<file path="src/rtl/hdb3_pkg.sv">
// Shared HDB3 constants and symbol classification, common to encoder and decoder.
package hdb3_pkg;

    localparam int unsigned DLY_DEPTH     = 4;
    localparam int unsigned CNT_W_DEFAULT = 16;
    localparam int unsigned FILL_W        = $clog2(DLY_DEPTH + 1);

    typedef struct packed {
        logic illegal;
        logic mark;
        logic pol;
    } sym_t;

    // Both rails high is illegal and decodes as a space (mark = p ^ n = 0).
    function automatic sym_t classify(input logic p, input logic n);
        sym_t s;
        s.illegal = p & n;
        s.mark    = p ^ n;
        s.pol     = p;
        return s;
    endfunction

endpackage

</file>
<file path="src/rtl/hdb3_if.sv">
// Dual-rail symbol input and decoded-output bundle of the HDB3 decoder.
interface hdb3_if #(
    parameter int unsigned CNT_W = hdb3_pkg::CNT_W_DEFAULT
) ();

    logic             bit_en;
    logic             hdb3_p;
    logic             hdb3_n;
    logic             dec_data;
    logic             dec_valid;
    logic             sym_err;
    logic             viol_err;
    logic [CNT_W-1:0] err_cnt;

    modport master (
        output bit_en, hdb3_p, hdb3_n,
        input  dec_data, dec_valid, sym_err, viol_err, err_cnt
    );

    modport slave (
        input  bit_en, hdb3_p, hdb3_n,
        output dec_data, dec_valid, sym_err, viol_err, err_cnt
    );

endinterface

</file>
<file path="src/rtl/hdb3_err_counter.sv">
// Saturating up-counter with a single-step increment enable.
module hdb3_err_counter #(
    parameter int unsigned CNT_W = 16
) (
    input  logic             i_clk,
    input  logic             i_rst,
    input  logic             i_inc,
    output logic [CNT_W-1:0] o_cnt
);

    logic [CNT_W-1:0] r_cnt;

    always_ff @(posedge i_clk) begin
        if (i_rst) begin
            r_cnt <= '0;
        end else if (i_inc && (r_cnt != {CNT_W{1'b1}})) begin
            r_cnt <= r_cnt + CNT_W'(1);
        end
    end

    assign o_cnt = r_cnt;

endmodule

</file>
<file path="src/rtl/hdb3_decoder.sv">
// HDB3 to NRZ decoder: 4-symbol delay line with B00V/000V removal, symbol and
// violation-polarity error detection, and a saturating error counter.
module hdb3_decoder
    import hdb3_pkg::*;
#(
    parameter int unsigned CNT_W = CNT_W_DEFAULT
) (
    input  logic   sys_clk,
    input  logic   rst,
    hdb3_if.slave  bus
);

    logic [DLY_DEPTH-1:0] r_s;
    logic [FILL_W-1:0]    r_fill;
    logic                 r_last_pol;
    logic                 r_have_mark;
    logic                 r_last_vpol;
    logic                 r_have_v;
    logic                 r_dec_data;
    logic                 r_dec_valid;
    logic                 r_sym_err;
    logic                 r_viol_err;

    sym_t                 w_sym;
    logic                 w_is_v;
    logic                 w_vpol_bad;
    logic                 w_full;
    logic                 w_inc;
    logic [DLY_DEPTH-1:0] w_s_next;

    always_comb begin
        w_sym      = classify(bus.hdb3_p, bus.hdb3_n);
        w_is_v     = w_sym.mark && r_have_mark && (w_sym.pol == r_last_pol);
        w_vpol_bad = w_is_v && r_have_v && (w_sym.pol == r_last_vpol);
        w_full     = (r_fill == FILL_W'(DLY_DEPTH));
        w_inc      = bus.bit_en && (w_sym.illegal || w_vpol_bad);
        // A V zeroes itself and the B three symbols back, which is about to move into s[3].
        if (w_is_v) begin
            w_s_next = {1'b0, r_s[DLY_DEPTH-3:0], 1'b0};
        end else begin
            w_s_next = {r_s[DLY_DEPTH-2:0], w_sym.mark};
        end
    end

    always_ff @(posedge sys_clk) begin
        if (rst) begin
            r_s         <= '0;
            r_fill      <= '0;
            r_last_pol  <= 1'b0;
            r_have_mark <= 1'b0;
            r_last_vpol <= 1'b0;
            r_have_v    <= 1'b0;
            r_dec_data  <= 1'b0;
            r_dec_valid <= 1'b0;
            r_sym_err   <= 1'b0;
            r_viol_err  <= 1'b0;
        end else begin
            r_dec_valid <= 1'b0;
            r_sym_err   <= 1'b0;
            r_viol_err  <= 1'b0;
            if (bus.bit_en) begin
                r_s        <= w_s_next;
                r_sym_err  <= w_sym.illegal;
                r_viol_err <= w_vpol_bad;
                if (!w_full) begin
                    r_fill <= r_fill + FILL_W'(1);
                end else begin
                    r_dec_data  <= r_s[DLY_DEPTH-1];
                    r_dec_valid <= 1'b1;
                end
                if (w_sym.mark) begin
                    r_last_pol  <= w_sym.pol;
                    r_have_mark <= 1'b1;
                end
                if (w_is_v) begin
                    r_last_vpol <= w_sym.pol;
                    r_have_v    <= 1'b1;
                end
            end
        end
    end

    hdb3_err_counter #(
        .CNT_W (CNT_W)
    ) u_err_counter (
        .i_clk (sys_clk),
        .i_rst (rst),
        .i_inc (w_inc),
        .o_cnt (bus.err_cnt)
    );

    assign bus.dec_data  = r_dec_data;
    assign bus.dec_valid = r_dec_valid;
    assign bus.sym_err   = r_sym_err;
    assign bus.viol_err  = r_viol_err;

endmodule
</file>
<file path="src/flat_wrapper.sv">
// flat-port wrapper written by rule: the top's interface ports become plain ports
module hdb3_decoder_flat import hdb3_pkg::*;
#(
    parameter int unsigned CNT_W = CNT_W_DEFAULT
)
  (sys_clk, rst, bus_bit_en, bus_hdb3_p, bus_hdb3_n, bus_dec_data, bus_dec_valid, bus_sym_err, bus_viol_err, bus_err_cnt);
  hdb3_if #(.CNT_W(CNT_W)) bus_i ();
  input  logic sys_clk;
  input  logic rst;
  input wire logic [$bits(bus_i.bit_en)-1:0] bus_bit_en;
  input wire logic [$bits(bus_i.hdb3_p)-1:0] bus_hdb3_p;
  input wire logic [$bits(bus_i.hdb3_n)-1:0] bus_hdb3_n;
  output wire logic [$bits(bus_i.dec_data)-1:0] bus_dec_data;
  output wire logic [$bits(bus_i.dec_valid)-1:0] bus_dec_valid;
  output wire logic [$bits(bus_i.sym_err)-1:0] bus_sym_err;
  output wire logic [$bits(bus_i.viol_err)-1:0] bus_viol_err;
  output wire logic [$bits(bus_i.err_cnt)-1:0] bus_err_cnt;
  assign bus_i.bit_en = bus_bit_en;
  assign bus_i.hdb3_p = bus_hdb3_p;
  assign bus_i.hdb3_n = bus_hdb3_n;
  assign bus_dec_data = bus_i.dec_data;
  assign bus_dec_valid = bus_i.dec_valid;
  assign bus_sym_err = bus_i.sym_err;
  assign bus_viol_err = bus_i.viol_err;
  assign bus_err_cnt = bus_i.err_cnt;
  hdb3_decoder #(.CNT_W(CNT_W)) u_core (.sys_clk(sys_clk), .rst(rst), .bus(bus_i));
endmodule
</file>
<file path="config.mk">
export PLATFORM = sky130hd
export DESIGN_NAME = hdb3_decoder_flat
export DESIGN_NICKNAME = d
export VERILOG_FILES = /design/src/rtl/hdb3_pkg.sv /design/src/rtl/hdb3_if.sv /design/src/rtl/hdb3_err_counter.sv /design/src/rtl/hdb3_decoder.sv /design/src/flat_wrapper.sv
export SDC_FILE = /design/constraint.sdc
export NUM_CORES = 1
export LEC_CHECK = 0
export CAP_MARGIN = 20
export CORE_ASPECT_RATIO = 1.5
export CORE_UTILIZATION = 25
export CTS_CLUSTER_SIZE = 20
export DETAILED_ROUTE_END_ITERATION = 12
export HOLD_SLACK_MARGIN = 0.08
export PLACE_DENSITY = 0.49
export SYNTH_ARGS = -nofsm -noshare
export SYNTH_HDL_FRONTEND = slang
export SYNTH_SLANG_ARGS = --single-unit
</file>
<file path="constraint.sdc">
create_clock -name sys_clk -period 5.05 [get_ports sys_clk]
set_input_delay 1.515 -clock sys_clk [delete_from_list [all_inputs] [get_ports sys_clk]]
set_output_delay 1.515 -clock sys_clk [all_outputs]
set_load 0.02 [all_outputs]
</file>
After elaboration in Yosys (flattened, before gate mapping)
Cells that the tools add are included.
{ "op_classes": {"order_cmp": 0, "n_mux": 2, "div_mod_pow": 0, "reduce_logical": 12, "eq_ne": 4, "shift": 0, "mul": 0, "addsub": 2, "n_bitwise": 4} }
{ "ops": {"columns": ["op", "n"], "rows": [
  ["adder 16 x 1 -> 16 bit, second input constant", 1],
  ["inequality test 16 bit, second input constant", 1],
  ["AND reduction 2 bit", 4],
  ["logical AND 1 bit", 6],
  ["two-way mux 4 bit", 1],
  ["adder 3 x 1 -> 3 bit, second input constant", 1],
  ["== test 3 bit, second input constant", 1],
  ["== test 1 bit", 2],
  ["NOT 1 bit", 2],
  ["OR reduction 2 bit", 1],
  ["AND 1 bit", 1],
  ["logical OR 1 bit", 1],
  ["two-way mux 1 bit", 1],
  ["XOR 1 bit", 1]
]} }
{ "totals": {"ramBits": 0, "reg_bits": 31, "n_memories": 0, "latchBits": 0, "mem_bits_ro": 0, "out_inout_bits": 20, "in_bits": 5, "wordCells": 35} }

Longest topological paths before layout
Gate-level depths: netlist (run 1).
{ "logic_depth": {"word_depth": 8, "depth_mapped": 7, "mapped_depth_nobuf": 6} }

Cells and area by module
Synthesis (run 1) repeated with hierarchy kept, for this count alone.
{ "hier_totals": {"cells_unflattened": 161, "hier_area_um2": 1477.7} }
{ "by_module_without_submodules": {"columns": ["module", "seq_area_each_um2", "cells_each", "n_inst", "area_per_inst_um2"], "rows": [
  ["hdb3_err_counter", 320.3, 99, 1, 848.3],
  ["hdb3_decoder", 300.3, 62, 1, 629.4]
]} }

Least setup slack after synthesis (run 1)
Ideal clock, no wire load.
{ "synth_timing": {"kind": "input-to-reg", "from": "in bus_hdb3_n", "to": "reg u_core.u_err_counter.r_cnt[7] (netlist: u_core.u_err_counter.o_cnt[7])", "setup_time_ns": 0.070, "required_ns": 4.980, "path_slack_ns": 2.121, "path_buffers": 0, "t_arrival_ns": 2.858, "stages": 6, "cell_sequence": "ha_1 -> nand3_1 -> a21oi_4 -> o21bai_4 -> or4_1 -> a21oi_1"} }
{ "synth_via": {"elab_chain_len": 8, "elab_cells_between_ends": 9, "cone_classes": "bitwise: 2; reduce/logical: 7"} }
{ "synth_rtl": {"columns": ["item", "line_no", "text"], "rows": [
  ["start: declaration", "flat_wrapper.sv:12", "input wire logic [$bits(bus_i.hdb3_n)-1:0] bus_hdb3_n;"],
  ["XOR 1 bit", "hdb3_pkg.sv:18", "s.mark = p ^ n;"],
  ["logical AND 1 bit (2 in series)", "hdb3_decoder.sv:33", "w_is_v = w_sym.mark && r_have_mark && (w_sym.pol == r_last_pol);"],
  ["logical AND 1 bit (2 in series)", "hdb3_decoder.sv:34", "w_vpol_bad = w_is_v && r_have_v && (w_sym.pol == r_last_vpol);"],
  ["logical OR 1 bit (*)", "hdb3_decoder.sv:36", "w_inc = bus.bit_en && (w_sym.illegal || w_vpol_bad);"],
  ["logical AND 1 bit (*)", "hdb3_decoder.sv:36", null],
  ["logical AND 1 bit (*)", "hdb3_err_counter.sv:16", "end else if (i_inc && (r_cnt != {CNT_W{1'b1}})) begin"],
  ["end signal: assignment", "hdb3_err_counter.sv:17", "r_cnt <= r_cnt + CNT_W'(1);"],
  ["end: declaration", "hdb3_err_counter.sv:11", "logic [CNT_W-1:0] r_cnt;"]
]} }
Every way passes the cells marked *; elsewhere a longest branch is shown, timed or not.
A chain may end at the register's enable or synchronous reset.

Worst setup path in the final report (run 1)
{ "layout_timing": {"from": "in bus_hdb3_p", "to": "reg u_core.u_err_counter.r_cnt[7] (netlist: u_core.u_err_counter.o_cnt[7])"} }
{ "layout_via": {"elab_chain_len": 8, "elab_cells_between_ends": 11, "cone_classes": "eq/ne: 2; bitwise: 2; reduce/logical: 7"} }
{ "layout_rtl": {"columns": ["item", "line_no", "text"], "rows": [
  ["start: declaration", "flat_wrapper.sv:11", "input wire logic [$bits(bus_i.hdb3_p)-1:0] bus_hdb3_p;"],
  ["XOR 1 bit", "hdb3_pkg.sv:18", null],
  ["logical AND 1 bit (2 in series)", "hdb3_decoder.sv:33", null],
  ["logical AND 1 bit (2 in series)", "hdb3_decoder.sv:34", null],
  ["logical OR 1 bit (*)", "hdb3_decoder.sv:36", null],
  ["logical AND 1 bit (*)", "hdb3_decoder.sv:36", null],
  ["logical AND 1 bit (*)", "hdb3_err_counter.sv:16", null]
]} }
Marked as above.

==> results.yml, run 1 <==
global_routing:
  grt_pass1_wl_mm: 4.719
  met1_usage: 0.1220
  busiest_layer: "met2"
  grt_use_met2: 0.1667
  met3_usage: 0.03659
  grt_max_degree: 30
  grt_pass1_vias: 1034
  grt_usage: 0.1049
  antenna_found_initial: 0
  grt_overflow_total: 0
logic_synthesis:
  yosysUniqueCellTypes: 31
  ys_ff_latch: 31
  synth.cell_area_um2: 1396
  synth_edf_count: 0
  synth_area_per_cell_um2: 8.727
  yosys_most_used_dff: "dfxtp_1"
  async_flop_share: 0
  synth_area_leaders: "dfxtp_1 (44%), a21oi_1 (6.8%), nand3_1 (5.0%)"
  ys_seq_area_frac: 0.4444
  synth_top_cell_by_area: "dfxtp_1"
  synthesis.nets: 169
  yosysWarnings: 0
  synth_top_area_share: 0.4444
  postSynthCellCount: 160
setup_path:
  r2r-start: "u_core.u_err_counter.o_cnt[0]"
  end_kind: "register"
  cp.arrival_ps: 3620
  cp-start-kind: "input port"
  rrSetupSlack_ps: 3070
  crit_type: "in -> reg"
  crit_path_end: "u_core.u_err_counter.o_cnt[7]"
  worstPathRequired_ps: 5260
  crit_path_start: "bus_hdb3_p"
  r2r_cells: 6
  reg2reg_to: "u_core.u_err_counter.o_cnt[1]"
  critPathMaxFanout: 18
finish:
  final_cell_mix: "dfxtp_1 (31), clkdlybuf4s50_1 (24), a21oi_1 (19)"
  drive_gt1_frac: 0.07487
  mostFrequentLayoutCell: "dfxtp_1"
  layout.nets: 195
  num-fill-cells: 565
  area_growth_pct: 29.21
  diodes: 0
clock_network:
  ctsHoldBuffers: 0
  cts_resized: 0
  clock-sinks: 31
  clk_pin_slew_worst_paths_ps: 60
  cts.htree.levels: 2
  cts_made_buffers: 5
  cts_tree: "yes"
  clock_latency_ps: 280
  post-cts-setup-buffers: 0
  cts_root_buf: "clkbuf_8"
  cts_max_path_buffers: 2
route:
  drc: 0
  wl_per_cell_um: 11.08
  final_antenna_net_count: 0
  drtIter0Drc: 43
  vias: 1176
  wirelength_mm: 2.847
  vias_per_cell: 4.576
  dr.pass1.iters: 4
min_path:
  worst_hold_path_type: "reg -> reg"
  worst_hold_startpoint: "u_core.r_have_v"
die:
  coreArea_um2: 5409
  die-height_um: 93.53
  dieWidth_um: 63.02
  dieArea_um2: 5894
  ios: 25
  initial_utilization: 0.2582
  rows: 33
timing:
  rsz0062_at_grt: "no"
  holdWs_ps: 449.1
  min_period_ps: 3411
  hold_viol_final: 0
  tightestPinTransition_ps: 659.5
  drv_slew: 0
  fin_setup_tns_ps: 0
  finalCritPeriodShare: 0.6755
  setup_viol: 0
  fmax_mhz: 293.1
  slew_headroom: 0.5589
  clock_skew_ps: 7.789
placement:
  place_hpwl_mm: 2.017
  numPortBuffers: 24
  place.gp.congestion: 0.7869
power:
  p_leak_nw: 0.5836
  vdd_drop_max_v: 0.0001069
  power_density_nw_per_um2: 277.8
flow_run:
  cap_violations: 0
run_status:
  status: "finished clean"
==> critical path: stages <==
cell	delay, ps
clkdlybuf4s50_1	510
ha_1	440
nand3_1	140
a21oi_4	210
o21bai_4	160
or4_1	490
a21oi_1	140
==> where the power goes <==
group / internal (mW) / switching, mW / total, mW
Sequential: 0.250 / 0.00383 / 0.254
Combinational: 0.0150 / 0.0193 / 0.0343
Clock: 0.124 / 0.0892 / 0.213
==> worst min path at each step <==
stage	end	slack (ps)	cells past startpoint
floorplan	u_core.r_have_v	430	2
global placement	u_core.r_have_v	440	2
detailed placement	u_core.r_have_v	440	2
CTS	u_core.r_have_v	450	2
global route	u_core.r_have_v	480	2
finish	u_core.r_have_v	450	2
==> layout make-up <==
| class | instances | area (µm²) | area share |
|---|---|---|---|
| clock buffer | 8 | 100.1 | 0.05548 |
| inverter | 7 | 26.28 | 0.01456 |
| multi-input combinational | 116 | 721.9 | 0.4001 |
| sequential | 31 | 620.6 | 0.3440 |
| tap | 70 | 87.58 | 0.04854 |
| timing repair buffer | 25 | 247.7 | 0.1373 |
==> per-layer routing <==
| metal | vias to the layer above | routed length, µm |
|---|---|---|
| met5 | - | 0 |
| met4 | 0 | 61 |
| met3 | 7 | 133 |
| met2 | 29 | 1322 |
| met1 | 511 | 1330 |
| li1 | 629 | - |
==> stage by stage <==
step | worst slack (ps) | utilization | power (mW) | cell area [µm²] | std cells
detailed placement | 1374 | 0.3151 | 0.2937 | 1704 | 249
finish | 1639 | 0.3336 | 0.5012 | 1804 | 257
global placement | 1413 | 0.3151 | 0.2935 | 1704 | 249
floorplan | 2121 | - | 0.2835 | 1396 | 160
global route | 1488 | 0.3336 | 0.5279 | 1804 | 257
CTS | 1662 | 0.3336 | 0.5125 | 1804 | 257
==> state kept, by name, summed over array words and instances (netlist names) <==
signal and cells:
u_core.bus.sym_err 1, u_core.bus.viol_err 1, u_core.r_s 4, u_core.bus.dec_data 1, u_core.bus.dec_valid 1, u_core.r_last_vpol 1, u_core.u_err_counter.o_cnt 16, u_core.r_have_v 1
u_core.r_fill 3, u_core.r_have_mark 1, u_core.r_last_pol 1
==> Yosys cell counts, types with 2 or more instances <==
library cell  count
dfxtp_1          31
a21oi_1          19
nand3_1          14
nor2_1           13
nand2_1          11
or3_1             9
o21ai_0           8
inv_1             7
mux2i_1           5
ha_1              4
nand4_1           4
nor3_1            4
or4_1             4
clkbuf_1          3
nand2b_1          3
o31ai_1           3
o41ai_1           2
xnor2_1           2
xor2_1            2
==> kinds of logic (layout without fill, tap and decap cells) <==
group	Yosys count	after routing	share of synthesized area
AOI/OAI and AO/OA	37	37	0.1738
xor gates and xnor gates	4	4	0.02509
adders and majority gates	4	4	0.03584
buffers and inverters	13	40	0.03853
DFF	31	31	0.4444
muxes	5	5	0.03584
and+or+nand+nor	66	66	0.2464
No activity file was read; power rests on OpenSTA's default activity.
==> inputs of run 2 (changes only) <==
--- a/config.mk
+++ b/config.mk
@@ -11,7 +11,7 @@
 export CTS_CLUSTER_SIZE = 20
 export DETAILED_ROUTE_END_ITERATION = 12
 export HOLD_SLACK_MARGIN = 0.08
-export PLACE_DENSITY = 0.49
+export PLACE_DENSITY = 0.51
 export SYNTH_ARGS = -nofsm -noshare
 export SYNTH_HDL_FRONTEND = slang
 export SYNTH_SLANG_ARGS = --single-unit
==> constraint.sdc (replaced) <==
create_clock -name sys_clk -period 2.9 [get_ports sys_clk]
set_input_delay 0.87 -clock sys_clk [delete_from_list [all_inputs] [get_ports sys_clk]]
set_output_delay 0.87 -clock sys_clk [all_outputs]
set_load 0.02 [all_outputs]
==> run 2 against run 1 <==
Clock power up 54%. Sequential power up 74%. Non-clock buffer count up 5. Critical endpoint unchanged. Highest routed layer unchanged.
==> results.yml, run 2 (synthesis gave the netlist of run 1 again) <==
setup_path:
  worstPathRequired_ps: 3120
  cp.arrival_ps: 2750
  slowest_delay_ps: 490
  critPathMaxFanout: 17
  cpMaxStageDelayCell: "or4_1"
  cp-start-kind: "input port"
  end_kind: "register"
  crit_type: "in -> reg"
  worstPathCellList: "clkdlybuf4s50_1 -> ha_1 -> nand3_1 -> a21oi_4 -> o21bai_4 -> or4_1 -> a21oi_1"
finish:
  layout.nets: 200
  final_cell_mix: "dfxtp_1 (31), clkdlybuf4s50_1 (24), a21oi_1 (19)"
  mostFrequentLayoutCell: "dfxtp_1"
  num-fill-cells: 568
  register_area_um2: 620.6
  area_growth_pct: 30.56
  multi_input_area_um2: 721.9
  drive_gt1_frac: 0.09375
  design_area_um2: 1823
  largest_register_ffs: 16
  diodes: 0
  fin_cells: 262
clock_network:
  clock_latency_ps: 280
  post-cts-setup-buffers: 0
  ctsHoldBuffers: 0
  cts_made_buffers: 5
  cts_max_path_buffers: 2
  cts_resized: 0
  clock-sinks: 31
  clk_pin_slew_worst_paths_ps: 70
  cts.htree.levels: 2
  cts_root_buf: "clkbuf_8"
  cts_tree: "yes"
timing:
  setup_viol: 0
  rsz0062_at_grt: "no"
  finalCritPeriodShare: 0.8736
  holdWs_ps: 456.4
  min_period_ps: 2533
  slew_headroom: 0.7625
  finalWorstSetupSlack_ps: 366.6
  fmax_mhz: 394.7
  hold_viol_final: 0
  drv_slew: 0
  fin_setup_tns_ps: 0
  clock_skew_ps: 8.641
  tightestPinTransition_ps: 355.3
run_status:
  status: "finished clean"
route:
  wirelength_mm: 2.997
  wl_per_cell_um: 11.44
  vias: 1248
  vias_per_cell: 4.763
  dr.pass1.iters: 6
  final_antenna_net_count: 0
  drc: 0
  drtIter0Drc: 29
die:
  ios: 25
  rows: 33
  dieWidth_um: 63.02
  coreArea_um2: 5409
  dieArea_um2: 5894
  die-height_um: 93.53
  initial_utilization: 0.2582
global_routing:
  antenna_found_initial: 0
  grt_overflow_total: 0
  grt_use_met2: 0.1909
  busiest_layer: "met2"
  grt_max_degree: 18
  grt_pass1_vias: 1155
  met3_usage: 0.03537
  grt_usage: 0.1113
  grt_pass1_wl_mm: 5.140
  met1_usage: 0.1230
power:
  p_leak_nw: 0.5979
  power_density_nw_per_um2: 457.4
  vdd_drop_max_v: 0.0002539
placement:
  placedCellCount: 254
  place_hpwl_mm: 2.175
  numPortBuffers: 24
  dpl_cell_area_um2: 1742
  place.gp.congestion: 0.7608
  preCtsSetupSlack_ps: 74.48
min_path:
  worst_hold_path_type: "reg -> reg"
flow_run:
  cap_violations: 0
## run 2: cell count changes in the layout (fill, tap and decap cells not counted), sizes merged
cell	delta
clkbuf	-1
buf	+5
clkinv	+1
## run 2: worst max-delay path, delay by kind of cell
family / cells / cell delay, ps
adders and majority gates: 1 / 310
AOI/OAI and AO/OA: 3 / 510
buffers and inverters: 1 / 450
and+or+nand+nor: 2 / 610
## run 2: final timing paths
check,end,cells past startpoint,from,slack (ps)
setup / recovery,u_core.u_err_counter.o_cnt[7],7,bus_hdb3_p,370
hold / removal,u_core.r_have_v,2,u_core.r_have_v,460
setup reg to reg,u_core.u_err_counter.o_cnt[10],7,u_core.u_err_counter.o_cnt[0],800
hold reg to reg,u_core.r_have_v,2,u_core.r_have_v,460
## run 2: routing by layer
layer  up-vias  wire, µm
li1        634         -
met1       581      1337
met2        29      1495
met3         4       125
met4         0        38
met5         -         0
## run 2: layout make-up
type | instances | area share
Multi-Input combinational cell | 116 | 0.3960
Tap cell | 70 | 0.04804
Clock buffer | 7 | 0.04187
Timing Repair Buffer | 30 | 0.1565
Inverter | 7 | 0.01441
Clock inverter | 1 | 0.002745
Sequential cell | 31 | 0.3404
## run 2: stage by stage
step	power, mW	util
after floorplan	0.4936	-
after global placement	0.5163	0.3220
after detailed placement	0.5170	0.3220
after CTS	0.8517	0.3370
after global routing	0.8750	0.3370
final	0.8338	0.3370
## run 2: report_power, final
part	internal [mW]	switching [mW]
Sequential	0.435	0.00686
Combinational	0.0307	0.0344
Clock	0.168	0.159
==> inputs of run 3 (changes only) <==
--- a/config.mk
+++ b/config.mk
@@ -7,11 +7,13 @@
 export LEC_CHECK = 0
 export CAP_MARGIN = 20
 export CORE_ASPECT_RATIO = 1.5
+export CORE_MARGIN = 2
 export CORE_UTILIZATION = 25
 export CTS_CLUSTER_SIZE = 20
 export DETAILED_ROUTE_END_ITERATION = 12
-export HOLD_SLACK_MARGIN = 0.08
-export PLACE_DENSITY = 0.51
+export DONT_BUFFER_PORTS = 1
+export HOLD_SLACK_MARGIN = 0.02
+export PLACE_DENSITY = 0.45
 export SYNTH_ARGS = -nofsm -noshare
 export SYNTH_HDL_FRONTEND = slang
 export SYNTH_SLANG_ARGS = --single-unit
==> run 3 against run 2 <==
Non-clock buffer count is 30 lower. First-iteration DRC count is 38% higher. Largest cell class unchanged. Design area is 15% lower. Critical path depth is 1 lower. Fmax is 14% higher. Final cell count is 12% lower.
==> results.yml, run 3 (synthesis gave the netlist of run 1 again) <==
timing:
  finalWorstSetupSlack_ps: 682.5
  tightestPinTransition_ps: 405.0
  hold_viol_final: 0
  fin_setup_tns_ps: 0
  slew_headroom: 0.7296
  min_period_ps: 2218
  clock_skew_ps: 3.992
  setup_viol: 0
  finalCritPeriodShare: 0.7647
  drv_slew: 0
  rsz0062_at_grt: "no"
  fmax_mhz: 451.0
power:
  p_comb_frac: 0.047
  power_density_nw_per_um2: 532.2
  swShare: 0.2221
  power.switching_uw: 182.5
  power_frac_seq: 0.541
  p_leak_nw: 0.4907
  p_int_uw: 639.3
  vdd_drop_max_v: 0.0001880
  clkPwrFrac: 0.412
route:
  vias: 1151
  drc: 0
  final_antenna_net_count: 0
  drtIter0Drc: 40
  wl_per_cell_um: 13.42
  wirelength_mm: 3.101
  dr.pass1.iters: 4
  vias_per_cell: 4.983
finish:
  diodes: 0
  area_growth_pct: 10.57
  largest_register_ffs: 16
  layout.nets: 170
  drive_gt1_frac: 0.08075
  num-fill-cells: 618
  mostFrequentLayoutCell: "dfxtp_1"
  final_cell_mix: "dfxtp_1 (31), a21oi_1 (19), nand3_1 (14)"
global_routing:
  met1_usage: 0.1012
  grt_pass1_wl_mm: 5.188
  met3_usage: 0.05431
  grt_overflow_total: 0
  busiest_layer: "met2"
  grt_usage: 0.1100
  grt_max_degree: 30
  grt_use_met2: 0.1950
  grt_pass1_vias: 1153
  antenna_found_initial: 0
setup_path:
  end_kind: "register"
  cp-start-kind: "input port"
  crit_type: "in -> reg"
  cpMaxStageDelayCell: "or4_1"
  critPathMaxFanout: 18
  worstPathCellList: "ha_1 -> nand3_1 -> a21oi_4 -> o21bai_4 -> or4_1 -> a21oi_1"
  slowest_delay_ps: 510
  worstPathRequired_ps: 3110
  path_buf_inv: 0
  critPathTopFamily: "simple AND/OR/NAND/NOR gates"
  cp.arrival_ps: 2430
clock_network:
  cts_root_buf: "clkbuf_8"
  cts_made_buffers: 5
  post-cts-setup-buffers: 0
  cts_tree: "yes"
  ctsHoldBuffers: 0
  cts.htree.levels: 2
  clk_pin_slew_worst_paths_ps: 60
  cts_resized: 0
  clock_latency_ps: 280
  cts_max_path_buffers: 2
  clock-sinks: 31
placement:
  numPortBuffers: 0
  preCtsSetupSlack_ps: 392.3
  place_hpwl_mm: 2.215
  place.gp.congestion: 0.6929
die:
  ios: 25
  rows: 33
  coreArea_um2: 5450
  dieArea_um2: 6211
  die-height_um: 95.53
  initial_utilization: 0.2562
  dieWidth_um: 65.02
run_status:
  status: "finished clean"
min_path:
  worst_hold_path_type: "reg -> reg"
flow_run:
  cap_violations: 0
run 3: changes by cell type in the layout (fill, tap and decap cells not counted), sizes merged:
cell	change
clkbuf	-1
clkdlybuf4s50	-24
buf	-6
run 3: worst min-delay path, cell delays in order, from the launching register on:
cell,delay [ps]
dfxtp_1,310
inv_1,50
a21oi_1,50
run 3: metrics by stage:
stage	instance area, µm²	hold WS, ps	std cells	utilization	power, mW
floorplan	1396	426.1	160	-	0.4936
global placement	1456	432.7	224	0.2672	0.4901
detailed placement	1456	440.0	224	0.2672	0.4926
CTS	1544	450.6	231	0.2833	0.8381
global route	1544	485.5	231	0.2833	0.8650
finish	1544	444.5	231	0.2833	0.8218
run 3: per-layer routing:
metal | vias up | share of wire
met5 | - | 0
met4 | 0 | 0.025
met3 | 7 | 0.083
met2 | 27 | 0.51
met1 | 540 | 0.39
li1 | 577 | -
run 3: path summary, 6_finish.rpt:
kind | from | end | slack [ps] | cells after the start
hold / removal | u_core.r_have_v | u_core.r_have_v | 440 | 2
hold reg to reg | u_core.r_have_v | u_core.r_have_v | 440 | 2
setup reg to reg | u_core.u_err_counter.o_cnt[0] | u_core.u_err_counter.o_cnt[1] | 760 | 6
setup / recovery | bus_hdb3_n | u_core.u_err_counter.o_cnt[7] | 680 | 6
run 3: final cells by class:
cell class                      instances  area, µm²  area share
Sequential cell                        31      620.6      0.4019
Inverter                                7      26.28     0.01702
Tap cell                               70      87.58     0.05673
Multi-Input combinational cell        116      721.9      0.4676
Clock buffer                            6      82.58     0.05348
Clock inverter                          1      5.005    0.003241
run 3: power by group through the flow:
stage	Clock [mW]	Combinational [mW]	Sequential, mW
4_1_cts	0.355	0.0390	0.444
3_3_place_gp	0	0.0374	0.453
3_5_place_dp	0	0.0390	0.454
6_report	0.339	0.0387	0.444
5_1_grt	0.376	0.0441	0.445
2_1_floorplan	0	0.0421	0.452
